===== src/rtl/alu_pipe.sv =====
// Two-stage pipelined ALU with valid/ready on both sides, signed N/V/Z flags
// and a status register holding the flags of the last consumed result.
`timescale 1ns/1ps

module alu_pipe #(
    parameter int WIDTH   = 16,
    parameter int EXT_OPS = 1
) (
    input  logic             clk,
    input  logic             rst_n,
    input  logic             in_valid,
    output logic             in_ready,
    input  logic [WIDTH-1:0] ain,
    input  logic [WIDTH-1:0] bin,
    input  logic [2:0]       alu_op,
    output logic             out_valid,
    input  logic             out_ready,
    output logic [WIDTH-1:0] out,
    output logic             z,
    output logic             n,
    output logic             v,
    output logic [2:0]       status
);

    logic             init_done_reg;
    logic             s1_valid_reg;
    logic [WIDTH-1:0] a_reg;
    logic [WIDTH-1:0] b_reg;
    logic [2:0]       op_reg;

    logic             out_valid_reg;
    logic [WIDTH-1:0] out_reg;
    logic             z_reg;
    logic             n_reg;
    logic             v_reg;
    logic [2:0]       status_reg;

    logic             advance;
    logic             accept;
    logic             consume;

    logic [2:0]       op_next;
    logic [WIDTH-1:0] sum_next;
    logic [WIDTH-1:0] diff_next;
    logic [WIDTH-1:0] res_next;
    logic             v_next;

    // Stage 1 hands over whenever the output slot is empty or being drained.
    assign advance  = s1_valid_reg && (!out_valid_reg || out_ready);
    assign in_ready = init_done_reg && (!s1_valid_reg || advance);
    assign accept   = in_valid && in_ready;
    assign consume  = out_valid_reg && out_ready;

    always_comb begin
        op_next   = op_reg;
        if (EXT_OPS == 0 && op_reg[2]) begin
            op_next = 3'b000;
        end
        sum_next  = a_reg + b_reg;
        diff_next = a_reg - b_reg;
        res_next  = sum_next;
        v_next    = 1'b0;
        case (op_next)
            3'b000: begin
                res_next = sum_next;
                v_next   = (a_reg[WIDTH-1] == b_reg[WIDTH-1]) &&
                           (sum_next[WIDTH-1] != a_reg[WIDTH-1]);
            end
            3'b001: begin
                res_next = diff_next;
                v_next   = (a_reg[WIDTH-1] != b_reg[WIDTH-1]) &&
                           (diff_next[WIDTH-1] != a_reg[WIDTH-1]);
            end
            3'b010:  res_next = a_reg & b_reg;
            3'b011:  res_next = ~b_reg;
            3'b100:  res_next = a_reg | b_reg;
            3'b101:  res_next = a_reg ^ b_reg;
            3'b110:  res_next = {a_reg[WIDTH-2:0], 1'b0};
            default: res_next = {a_reg[WIDTH-1], a_reg[WIDTH-1:1]};
        endcase
    end

    always_ff @(posedge clk or negedge rst_n) begin
        if (!rst_n) begin
            init_done_reg <= 1'b0;
            s1_valid_reg  <= 1'b0;
            a_reg         <= '0;
            b_reg         <= '0;
            op_reg        <= 3'b000;
            out_valid_reg <= 1'b0;
            out_reg       <= '0;
            z_reg         <= 1'b0;
            n_reg         <= 1'b0;
            v_reg         <= 1'b0;
            status_reg    <= 3'b000;
        end else begin
            init_done_reg <= 1'b1;
            if (accept) begin
                s1_valid_reg <= 1'b1;
                a_reg        <= ain;
                b_reg        <= bin;
                op_reg       <= alu_op;
            end else if (advance) begin
                s1_valid_reg <= 1'b0;
            end

            // Result registers only move on advance, so they hold under backpressure.
            if (advance) begin
                out_valid_reg <= 1'b1;
                out_reg       <= res_next;
                z_reg         <= (res_next == '0);
                n_reg         <= res_next[WIDTH-1];
                v_reg         <= v_next;
            end else if (consume) begin
                out_valid_reg <= 1'b0;
            end

            if (consume) begin
                status_reg <= {n_reg, v_reg, z_reg};
            end
        end
    end

    assign out_valid = out_valid_reg;
    assign out       = out_reg;
    assign z         = z_reg;
    assign n         = n_reg;
    assign v         = v_reg;
    assign status    = status_reg;

endmodule


===== config.mk =====
export PLATFORM = sky130hd
export DESIGN_NAME = alu_pipe
export DESIGN_NICKNAME = d
export VERILOG_FILES = /design/src/rtl/alu_pipe.sv
export SDC_FILE = /design/constraint.sdc
export NUM_CORES = 1
export LEC_CHECK = 0
export ABC_AREA = 0
export ABC_CLOCK_PERIOD_IN_PS = 7600
export CELL_PAD_IN_SITES_DETAIL_PLACEMENT = 0
export CELL_PAD_IN_SITES_GLOBAL_PLACEMENT = 1
export CORE_AREA = 4 4 106 148
export CTS_CLUSTER_DIAMETER = 150
export DETAILED_ROUTE_END_ITERATION = 10
export DIE_AREA = 0 0 110 152
export PLACE_DENSITY_LB_ADDON = 0.1
export SLEW_MARGIN = 30
export SYNTH_ARGS = -nofsm -noshare
export SYNTH_HDL_FRONTEND = slang
export SYNTH_SLANG_ARGS = --single-unit

===== constraint.sdc =====
create_clock -name clk -period 7.6 [get_ports clk]
set_clock_uncertainty 0.05 [all_clocks]
set_input_delay 0.76 -clock clk [delete_from_list [all_inputs] [get_ports clk]]
set_output_delay 0.76 -clock clk [all_outputs]
set_load 0.05 [all_outputs]

; ---- Yosys cells after proc, flatten, opt, wreduce, memory -nomap -nowiden
; Cells that the tools add are included.
; Widths: inputs -> output; s select.
[classes]
addsub = 2
mul = 0
div = 0
n_lt_le_gt_ge = 0
n_eq_ne = 10
n_shift = 0
n_mux = 6
n_bitwise = 4
reduce_logical = 14
[op_table]
columns = cell, count
row1 = $pmux 16 s7, 1
row2 = $add 16x16->16, 1
row3 = $and 16x16->16, 1
row4 = $logic_not 16->1, 1
row5 = $not 16->16, 1
row6 = $or 16x16->16, 1
row7 = $sub 16x16->16, 1
row8 = $xor 16x16->16, 1
row9 = $eq 3x3->1 const B, 3
row10 = $eq 3x2->1 const B, 2
row11 = $logic_and 1x1->1, 6
row12 = $mux 1, 4
row13 = $reduce_bool 2->1, 2
row14 = $eq 3x1->1 const B, 1
row15 = $logic_not 3->1, 1
row16 = $ne 1x1->1, 3
row17 = $logic_not 1->1, 2
row18 = $logic_or 1x1->1, 2
row19 = $pmux 1 s2, 1
row20 = $eq 1x1->1, 1
[totals]
register_bits = 60
latchBits = 0
ram_bits = 0
romBits = 0
inputBits = 39
output_inout_bits = 24
word_cells = 47
n_memories = 0

; ---- Logic depth before layout (Yosys ltp)
[logic_depth]
word_depth = 7
mapped_depth = 13
ltp_nobuf = 13

; ---- Least setup slack after synthesis
; OpenSTA, ideal clock, no wires.
[synth_timing]
path_kind = register to register
from = reg a_reg[1]
to = reg z_reg (netlist: z)
setup_ns = 0.077
t_arrival_ns = 2.449
required_ns = 7.473
slack_ns = 5.024
path_stages_with_launch = 12
cell_sequence = dfrtp_1 inv_1 fa_1 nand2b_1 a21oi_2 o41a_1 a21oi_2 o21ai_1 nor4b_1 a2111oi_1 o2111ai_1 o21ai_1
[synth_via]
elab_chain_cells = 3
word_cells_on_any_way = 7
classes_between = add/sub: 2 / mux: 1 / bitwise: 3 / reduce/logical: 1
[synth_rtl]
columns = element, line
row1 = from (decl), 27  ; logic [WIDTH-1:0] a_reg;
row2 = from (signal assigned), 100  ; a_reg <= ain;
row3 = $sub 16x16->16 (tied with other cells), 60  ; diff_next = a_reg - b_reg;
row4 = $pmux 16 s7 *, 63  ; case (op_next)
row5 = $logic_not 16->1 *, 111  ; z_reg <= (res_next == '0);
row6 = to (signal assigned), 111
row7 = to (decl), 33  ; logic z_reg;
; Every way passes the cells marked *; elsewhere a longest branch is shown, timed or not.
; A chain may end at the register's enable or synchronous reset.

; ---- Worst setup path after layout
; Same ends and word-level chain as after synthesis.

==> metrics.txt <==
largest net degree at the start of global routing=60; post_cts resized=0; # nets final=738; CTS tree=built; max-slew violation count=0; setup bufs post-CTS=0; Setup CP Type=reg -> reg; clk root buf=clkbuf_16; post-synthesis async set-or-reset flop share=100.0%; die area=0.01672 mm2; filler cell count in the final layout=1,461; Placement Cell Area=0.006008 mm2; crit path max fanout=6; VDD IR max=0.1854 mV; Die Wd=110 um; crit path cell chain=inv_1 -> fa_1 -> nand2b_1 -> a21oi_2 -> o41a_1 -> a21oi_2 -> o21ai_1 -> nor4b_1 -> a2111oi_1 -> o2111ai_1 -> o21ai_1; register area share after synthesis=27.65%; Post-DRT Antenna Nets=0; dpl cells=825; area delta synth->final=17.44%; clock sinks=59; PwrDens=314.1 mW/mm2; number of global-route vias before repair=4,882; Req. time, crit path=7810 ps; DR WL/cell=20.98 um; antenna violations before repair=0; outcome=complete, no violations; drt initial violations=287; global placer's final weighted congestion=0.9350; hpwl dp=13,470 um; Yosys Warn Count=0; Worst Tran Pin Value=792.9 ps; H-tree depth=3; RSZ-0062 raised after global routing=no; Yosys cell types=84; worst hold slack=426.5 ps; clock slew at reported path FFs=50 ps; Data arrival, critical path=3570 ps; DR DRC count=0; drt via density=5.698; Overall Global Routing Usage=21.73%; share of layout cells above drive strength 1=15.05%; Post-Layout Cell Count=840; core area=0.01438 mm2; critical path endpoint category=register; vias post-DR=4,786; Netlist Area Pre-Place=0.005339 mm2; Setup TNS Final=0 ps; post-cts hold buffer count=0; number of iterations in the first detailed-routing pass=5; EDFF count, synth=0; Initial Util=37.13%; # port buffers=62; number of synthesized register bits=59; Leakage=2.696 nW; fin crit period=3360 ps; Final Hold Viols=0; clock latency at the later pin of the worst-skew pair=340 ps; num ports=63; Reg2Reg Depth=11; die height=152 um; number of buffers created by CTS=9; Max clock buf depth=2; post-synthesis cell count=608; PnR Total Power=1.969 mW; maximum clock rate=0.2976 GHz; Final Cell Area=0.006270 mm2; CP startpoint kind=register; Tcrit/Tclk final=44.21%; max-cap viol count=0; top_reg_cell synth=dfrtp_1; Post-Route WL=17,630 um; grt total ovfl=0; HP Class=reg -> reg; slowest stage delay, CP=540 ps; Syn Area/Cell=8.781 um2; ant diodes=0; global-route wire length before repair=27,710 um; Setup-failing EPs final=0; hold depth=2; relative slew slack=47.14%; row count=52; syn_nets=699; Slowest cell on crit path=a2111oi_1
[where the power goes]
| part | switching [mW] | leakage, nW | internal, mW |
|---|---|---|---|
| Clock | 0.139 | 0.132 | 0.226 |
| Combinational | 0.710 | 1.86 | 0.412 |
| Sequential | 0.0896 | 0.706 | 0.393 |
[synth_stat cells, types with 10 or more instances]
master	count	area (um2)
a211oi_1	10	75.07
a21oi_1	36	180.2
a31oi_1	10	62.56
buf_2	14	70.07
clkbuf_1	15	56.30
dfrtp_1	59	1476
ha_1	50	625.6
inv_1	54	202.7
mux2_2	42	473.0
nand2_1	46	172.7
nand2b_1	10	62.56
nor2_1	47	176.4
nor3_1	17	85.08
o21ai_0	20	100.1
o21ai_1	11	55.05
[layer usage]
metal / vias to the layer above / part of all wire (%) / global-route usage [%]
met3: 41 / 4.0 / 3.820
met4: 0 / 4.5 / 10.87
li1: 2266 / - / -
met5: - / 0 / 0
met2: 150 / 53 / 37.27
met1: 2329 / 39 / 25.39
[metrics by stage]
step / utilization [%] / setup WS (ps)
after global placement: 41.79 / 4251
after CTS: 43.60 / 4218
after floorplan: - / 5024
final: 43.60 / 4240
after detailed placement: 41.79 / 4250
after global routing: 43.60 / 4015
[worst max-delay path: cells and delay by family (launching register included)]
| family | cells | cell delay [ps] |
|---|---|---|
| AO/OA/AOI/OAI | 7 | 1810 |
| adder cells (fa/ha/maj) | 1 | 440 |
| buffers and inverters | 1 | 150 |
| flip-flops | 1 | 510 |
| AND/OR/NAND/NOR | 2 | 320 |
[worst paths after layout]
check / startpoint / end / slack [ps]
max in group asynchronous: rst_n / b_reg[6]$_DFFE_PN0P_ / 6430
min in group asynchronous: rst_n / status[1]$_DFFE_PN0P_ / 550
max reg2reg: a_reg[1]$_DFFE_PN0P_ / z$_DFFE_PN0P_ / 4240
min reg2reg: out[5]$_DFFE_PN0P_ / out[5]$_DFFE_PN0P_ / 430
min: out[5]$_DFFE_PN0P_ / out[5]$_DFFE_PN0P_ / 430
max: a_reg[1]$_DFFE_PN0P_ / z$_DFFE_PN0P_ / 4240
[placed cells by master, fill, tap and decap left out, types with 8 or more instances in the layout]
| cell | n |
|---|---|
| mux2i_1 | 8 |
| nor2_1 | 47 |
| o21ai_0 | 20 |
| mux2_2 | 42 |
| o21ai_1 | 11 |
| a21oi_1 | 36 |
| inv_1 | 54 |
| or3_1 | 8 |
| clkdlybuf4s50_1 | 61 |
| nand2b_1 | 10 |
| clkbuf_16 | 9 |
| nand2_1 | 46 |
| dfrtp_1 | 59 |
| a211oi_1 | 10 |
| a31oi_1 | 10 |
| ha_1 | 50 |
| nor3_1 | 17 |
[logic make-up (layout without fill, tap and decap cells)]
kind of cell    count (synthesis)  count (layout)  share of synthesized area, %
buf+inv                        96             139                         8.202
simple gates                  177             177                         16.80
other cells                     1               1                       0.07024
xor+xnor                        3               3                        0.4922
fa+ha+maj                      52              52                         12.47
mux                            54              54                         11.91
compound gates                166             166                         22.40
flops                          59              59                         27.65
[cell type report]
cell class	instances	area [um2]	area share, %
multi-input cells	453	3425	54.62
flip-flops and latches	59	1476	23.55
repair buffers	68	660.6	10.54
clock buffers	12	246.5	3.931
well taps	189	236.5	3.772
inverters	56	210.2	3.353
clock inverters	3	15.01	0.2395
Power figures use the tool's default switching activity.
